**src/rtl/slice_column_scheduler.sv**
```systemverilog
// slice_column_scheduler: steps find_slice_height across every column of a frame
// using a pose snapshot taken at frame start, and queues {column, height}
// results in a small first-word-fall-through FIFO for the slice drawer.
// Optional macro SLICE_SCHED_TIMEOUT_EN adds a per-column wait timeout that
// pushes a zero-height slice and raises a sticky timeout_flag.
module slice_column_scheduler #(
    parameter int unsigned NUM_COLS       = 160,
    parameter int unsigned FIFO_DEPTH     = 4,
    parameter int unsigned TIMEOUT_CYCLES = 255
) (
    input  logic               clock,
    input  logic               reset,
    input  logic               frame_start,
    input  logic signed [12:0] playerX,
    input  logic signed [12:0] playerY,
    input  logic signed [9:0]  angle_X,
    input  logic signed [9:0]  angle_Y,
    output logic signed [12:0] calc_playerX,
    output logic signed [12:0] calc_playerY,
    output logic signed [9:0]  calc_angle_X,
    output logic signed [9:0]  calc_angle_Y,
    output logic [7:0]         calc_column,
    output logic               calc_begin,
    input  logic               calc_done,
    input  logic [6:0]         calc_height,
    output logic               out_valid,
    input  logic               out_ready,
    output logic [7:0]         out_column,
    output logic [6:0]         out_height,
    output logic               busy,
    output logic               frame_done,
    output logic               timeout_flag
);

    localparam int unsigned PtrW = $clog2(FIFO_DEPTH);
    localparam int unsigned CntW = PtrW + 1;
    localparam logic [7:0] LastCol = 8'(NUM_COLS - 1);
    localparam logic [CntW-1:0] DepthCnt = CntW'(FIFO_DEPTH);

    typedef enum logic [1:0] {StIdle, StIssue, StWait, StDrain} state_e;

    state_e state_q, state_d;

    logic signed [12:0] pose_x_q, pose_x_d;
    logic signed [12:0] pose_y_q, pose_y_d;
    logic signed [9:0]  ang_x_q, ang_x_d;
    logic signed [9:0]  ang_y_q, ang_y_d;
    logic [7:0]         column_q, column_d;

    logic [14:0]        mem_q [FIFO_DEPTH];
    logic [14:0]        mem_d [FIFO_DEPTH];
    logic [PtrW-1:0]    wr_ptr_q, wr_ptr_d;
    logic [PtrW-1:0]    rd_ptr_q, rd_ptr_d;
    logic [CntW-1:0]    count_q, count_d;

    logic frame_accept;
    logic has_space;
    logic fifo_empty;
    logic timeout_hit;
    logic push;
    logic pop;
    logic [6:0] push_height;

    assign frame_accept = (state_q == StIdle) && frame_start;
    // Space is judged on the registered count so a reserved slot never depends on a same-cycle pop.
    assign has_space    = (count_q < DepthCnt);
    assign fifo_empty   = (count_q == '0);
    // A result (real or timed out) is taken only while waiting; stray calc_done is dropped.
    assign push         = (state_q == StWait) && (calc_done || timeout_hit);
    assign push_height  = calc_done ? calc_height : 7'd0;
    assign pop          = out_valid && out_ready;

`ifdef SLICE_SCHED_TIMEOUT_EN
    logic [7:0] wait_cnt_q, wait_cnt_d;
    logic       flag_q, flag_d;

    // calc_done arriving on the timeout cycle takes priority over the timeout.
    assign timeout_hit = (state_q == StWait) && !calc_done
                         && (wait_cnt_q == 8'(TIMEOUT_CYCLES));

    // Wait counter: held at zero outside WAIT so every WAIT entry starts from zero.
    always_comb begin
        wait_cnt_d = wait_cnt_q;
        if (state_q != StWait) begin
            wait_cnt_d = 8'd0;
        end else if (!calc_done) begin
            wait_cnt_d = wait_cnt_q + 8'd1;
        end
    end

    // Sticky timeout flag, cleared by an accepted frame request.
    always_comb begin
        flag_d = flag_q;
        if (frame_accept) begin
            flag_d = 1'b0;
        end else if (timeout_hit) begin
            flag_d = 1'b1;
        end
    end

    // Timeout state registers.
    always_ff @(posedge clock) begin
        if (reset) begin
            wait_cnt_q <= 8'd0;
            flag_q     <= 1'b0;
        end else begin
            wait_cnt_q <= wait_cnt_d;
            flag_q     <= flag_d;
        end
    end

    assign timeout_flag = flag_q;
`else
    assign timeout_hit  = 1'b0;
    assign timeout_flag = 1'b0;
`endif

    // FSM state register.
    always_ff @(posedge clock) begin
        if (reset) begin
            state_q <= StIdle;
        end else begin
            state_q <= state_d;
        end
    end

    // FSM next-state logic.
    always_comb begin
        state_d = state_q;
        case (state_q)
            StIdle:  if (frame_start) state_d = StIssue;
            StIssue: if (has_space) state_d = StWait;
            StWait: begin
                if (push) begin
                    state_d = (column_q == LastCol) ? StDrain : StIssue;
                end
            end
            StDrain: if (fifo_empty) state_d = StIdle;
            default: state_d = StIdle;
        endcase
    end

    // FSM outputs.
    always_comb begin
        calc_begin = (state_q == StIssue) && has_space;
        frame_done = (state_q == StDrain) && fifo_empty;
        busy       = (state_q != StIdle);
    end

    // Pose snapshot and column counter next-state.
    always_comb begin
        pose_x_d = pose_x_q;
        pose_y_d = pose_y_q;
        ang_x_d  = ang_x_q;
        ang_y_d  = ang_y_q;
        column_d = column_q;
        if (frame_accept) begin
            pose_x_d = playerX;
            pose_y_d = playerY;
            ang_x_d  = angle_X;
            ang_y_d  = angle_Y;
            column_d = 8'd0;
        end else if (push && (column_q != LastCol)) begin
            column_d = column_q + 8'd1;
        end
    end

    // Pose and column registers.
    always_ff @(posedge clock) begin
        if (reset) begin
            pose_x_q <= '0;
            pose_y_q <= '0;
            ang_x_q  <= '0;
            ang_y_q  <= '0;
            column_q <= 8'd0;
        end else begin
            pose_x_q <= pose_x_d;
            pose_y_q <= pose_y_d;
            ang_x_q  <= ang_x_d;
            ang_y_q  <= ang_y_d;
            column_q <= column_d;
        end
    end

    assign calc_playerX = pose_x_q;
    assign calc_playerY = pose_y_q;
    assign calc_angle_X = ang_x_q;
    assign calc_angle_Y = ang_y_q;
    assign calc_column  = column_q;

    // Result FIFO next-state: pointers wrap naturally since the depth is a power of two.
    always_comb begin
        mem_d    = mem_q;
        wr_ptr_d = wr_ptr_q;
        rd_ptr_d = rd_ptr_q;
        count_d  = count_q;
        if (push) begin
            mem_d[wr_ptr_q] = {column_q, push_height};
            wr_ptr_d        = wr_ptr_q + PtrW'(1);
        end
        if (pop) begin
            rd_ptr_d = rd_ptr_q + PtrW'(1);
        end
        case ({push, pop})
            2'b10:   count_d = count_q + CntW'(1);
            2'b01:   count_d = count_q - CntW'(1);
            default: count_d = count_q;
        endcase
    end

    // Result FIFO registers; reset also discards any buffered results.
    always_ff @(posedge clock) begin
        if (reset) begin
            for (int i = 0; i < FIFO_DEPTH; i++) begin
                mem_q[i] <= '0;
            end
            wr_ptr_q <= '0;
            rd_ptr_q <= '0;
            count_q  <= '0;
        end else begin
            mem_q    <= mem_d;
            wr_ptr_q <= wr_ptr_d;
            rd_ptr_q <= rd_ptr_d;
            count_q  <= count_d;
        end
    end

    assign out_valid  = !fifo_empty;
    assign out_column = mem_q[rd_ptr_q][14:7];
    assign out_height = mem_q[rd_ptr_q][6:0];

endmodule

```
**config.mk**
```make
export PLATFORM = sky130hd
export DESIGN_NAME = slice_column_scheduler
export DESIGN_NICKNAME = d
export VERILOG_FILES = /design/src/rtl/slice_column_scheduler.sv
export SDC_FILE = /design/constraint.sdc
export NUM_CORES = 1
export LEC_CHECK = 0
export ABC_CLOCK_PERIOD_IN_PS = 2900
export CAP_MARGIN = 20
export CORE_ASPECT_RATIO = 2
export CORE_MARGIN = 2
export CORE_UTILIZATION = 45
export CTS_BUF_LIST = sky130_fd_sc_hd__clkbuf_8 sky130_fd_sc_hd__clkbuf_16
export DETAILED_ROUTE_END_ITERATION = 10
export GPL_TIMING_DRIVEN = 0
export HOLD_SLACK_MARGIN = 0.06
export PLACE_DENSITY = 0.73
export REMOVE_ABC_BUFFERS = 1
export SYNTH_ARGS = -nofsm -noshare
export SYNTH_HDL_FRONTEND = slang
export SYNTH_SLANG_ARGS = --single-unit
```
**constraint.sdc**
```tcl
create_clock -name clock -period 2.9 [get_ports clock]
set_clock_uncertainty 0.15 [all_clocks]
set_input_delay 0.58 -clock clock [delete_from_list [all_inputs] [get_ports clock]]
set_output_delay 0.58 -clock clock [all_outputs]
set_load 0.01 [all_outputs]
```
==> metrics.yaml <==
period_share: 0.964
report.final.slew_viol_count: 0
grt_pass1_vias: 4540
placed_area_um2: 6210
p_leak_nw: 2.34
rrSetupSlack_ns: 0.59
drc_errors: 0
arrival_ns: 2.07
hold_class: "flop to flop"
cts_tree: "yes"
maxCapViolations: 0
nets: 767
combPwrFrac: 0.124
detail_route.vias_per_cell: 5.09
cts.sinks: 123
yosysTopAreaCell: "dfxtp_1"
die-width_um: 78.0
final_cells: 855
ir_drop_mv: 0.451
start_util: 0.456
clkSlewWorstSetupHoldPaths_ns: 0.05
htree_levels: 4
io-pin-count: 132
final_layout_size_suffix_gt1_frac: 0.0755
clk_latency_ns: 0.40
setup_slack_ns: 0.104
p_per_area_nw_per_um2: 658
hold_viol_final: 0
grt_pass1_wl_um: 21000
dieArea_um2: 11900
io_buffers: 130
yosysSeqAreaShare: 0.499
die_y_um: 152
synth_area_leaders: "dfxtp_1 50%, nand2_1 17%, a21oi_1 12%"
wl_per_cell_um: 14.8
rows: 54
synth.avg_cell_area_um2: 8.23
period_needed_ns: 2.80
power.share.switching: 0.234
setup_viol: 0
ant_nets: 0
grt_max_degree: 90
clkPwrFrac: 0.467
grtUsageTotal: 0.221
p_sw_mw: 1.05
ys_seq_elements: 123
slew_headroom: 0.298
synth_top_area_share: 0.499
gr-total-overflow: 0
internal_power_mw: 3.43
dp_hpwl_um: 8420
syn_inst: 599
postCtsSetupBuffers: 0
synthDistinctLibCells: 34
fillers: 950
via_count: 4348
place_inst: 823
gp_congestion: 0.790
antenna_found_initial: 0
critical_path_class: "flop to output pin"
cts_buffers: 17
timing.critical_path.from_type: "flop"
setup_tns_ns: 0
critPathCaptureType: "output pin"
multi_input_area_um2: 2210
clock-root-buffer: "clkbuf_16"
antenna_cells: 0
ys_warn_count: 0
cp.required_ns: 2.17
place_ws_ns: -0.0756
crit_path_max_fanout: 16
cts_hold_buf: 0
grt_setup_unrepaired: "false"
cts_max_path_buffers: 2
core_um2: 10800
worst_slew_pin_slew_ns: 1.05
syn_to_final_growth_pct: 38.2
max_freq_mhz: 358
seq_power_share: 0.409
status: "completed"
syn_area_um2: 4930
dr.pass1.iters: 4
finalWirelength_um: 12600
ff_latch_area_um2: 2470
drtIter0Drc: 242
fin_area_um2: 6820
==> per-layer routing <==
metal  vias up  part of all wire  track usage
met5         -                 0            0
met1      2002              0.38        0.229
met2       156              0.51        0.379
met4         0             0.014       0.0911
li1       2178                 -            -
met3        12             0.095        0.102
==> logic make-up (layout without fill, tap and decap cells) <==
| kind of cell | after synthesis | in the layout | synth area share |
|---|---|---|---|
| flops | 123 | 123 | 0.499 |
| xor+xnor | 6 | 6 | 0.0107 |
| buf+inv | 57 | 173 | 0.0543 |
| compound gates | 129 | 129 | 0.137 |
| mux | 15 | 15 | 0.0685 |
| simple gates | 261 | 261 | 0.210 |
| fa+ha+maj | 7 | 7 | 0.0193 |
| other cells | 1 | 1 | 0.000760 |
==> power groups by stage <==
stage	logic, mW	clock network, mW	registers [mW]
floorplan	0.213	0	1.88
global placement	0.545	0	1.86
detailed placement	0.558	0	1.87
CTS	0.564	2.13	1.83
global route	0.611	2.20	1.84
finish	0.558	2.09	1.83
==> cell usage after synthesis <==
master	number
dfxtp_1	123
xor2_1	3
conb_1	1
nor4_1	1
inv_2	1
inv_1	9
buf_4	4
fa_1	1
and3b_2	1
and2_1	3
or4_1	2
a21oi_1	117
o31a_1	1
o41a_1	1
a2111oi_0	1
nand2_1	228
clkbuf_1	22
and3_1	1
mux4_2	15
nor3_1	3
nand4_1	1
buf_2	19
o41ai_2	1
a31oi_1	1
xnor2_1	3
ha_1	6
and2_0	2
or2_2	1
or3_1	4
o31ai_1	2
nand3_1	5
o21ai_0	5
buf_6	2
nor2_1	9
==> critical path, cell delays in order (launching register included) <==
cell and delay [ns]:
dfxtp_4 0.56, mux4_2 0.59, clkdlybuf4s50_1 0.51
==> worst paths after layout <==
path / start / to / cells after the start
setup reg to reg: state_q[0] / count_q[2] / 8
hold / removal: calc_playerY[3] / calc_playerY[3] / 2
setup / recovery: rd_ptr_q[1] / out_column[0] / 2
hold reg to reg: calc_playerY[3] / calc_playerY[3] / 2
==> state kept, by name (all words and copies together), names as in the netlist <==
register / flops
calc_angle_X: 10
mem_q: 60
state_q: 2
wr_ptr_q: 2
calc_playerY: 13
calc_angle_Y: 10
calc_column: 8
rd_ptr_q: 2
calc_playerX: 13
count_q: 3
==> layout by cell type (no fill, tap or decap), types with 2 or more instances in the layout <==
cell type        count
or3_1                4
clkbuf_16           17
nor3_1               3
ha_1                 6
clkdlybuf4s50_1    129
dfxtp_1            121
o21ai_0              5
and2_1               2
and2_0               2
mux4_2              15
nand2_1            227
inv_1               12
o31ai_1              2
a21oi_1            117
clkbuf_8             6
dfxtp_4              2
xor2_1               3
xnor2_1              3
bufinv_16            2
or4_1                2
nand3_1              5
clkinv_2             3
nor2_1               9
==> area by class of cell <==
class / instances / share of cell area
Multi-Input combinational cell: 419 / 0.324
Sequential cell: 123 / 0.362
Timing Repair Buffer: 131 / 0.195
Inverter: 10 / 0.00551
Clock inverter: 9 / 0.0138
Tap cell: 140 / 0.0257
Clock buffer: 23 / 0.0745
==> per-stage QoR <==
step / total power [mW] / utilization / hold slack, ns
3_3_place_gp: 2.41 / 0.572 / 0.288
4_1_cts: 4.53 / 0.630 / 0.302
6_report: 4.48 / 0.631 / 0.300
2_1_floorplan: 2.09 / - / 0.277
3_5_place_dp: 2.42 / 0.574 / 0.295
5_1_grt: 4.66 / 0.631 / 0.313
==> timing repair <==
item	in CTS	in global routing
endpoints found under the hold margin	0	0
gates cloned	0	0
gates resized for setup	3	1
endpoints found under the setup margin	15	1
No activity file was read; power rests on OpenSTA's default activity.
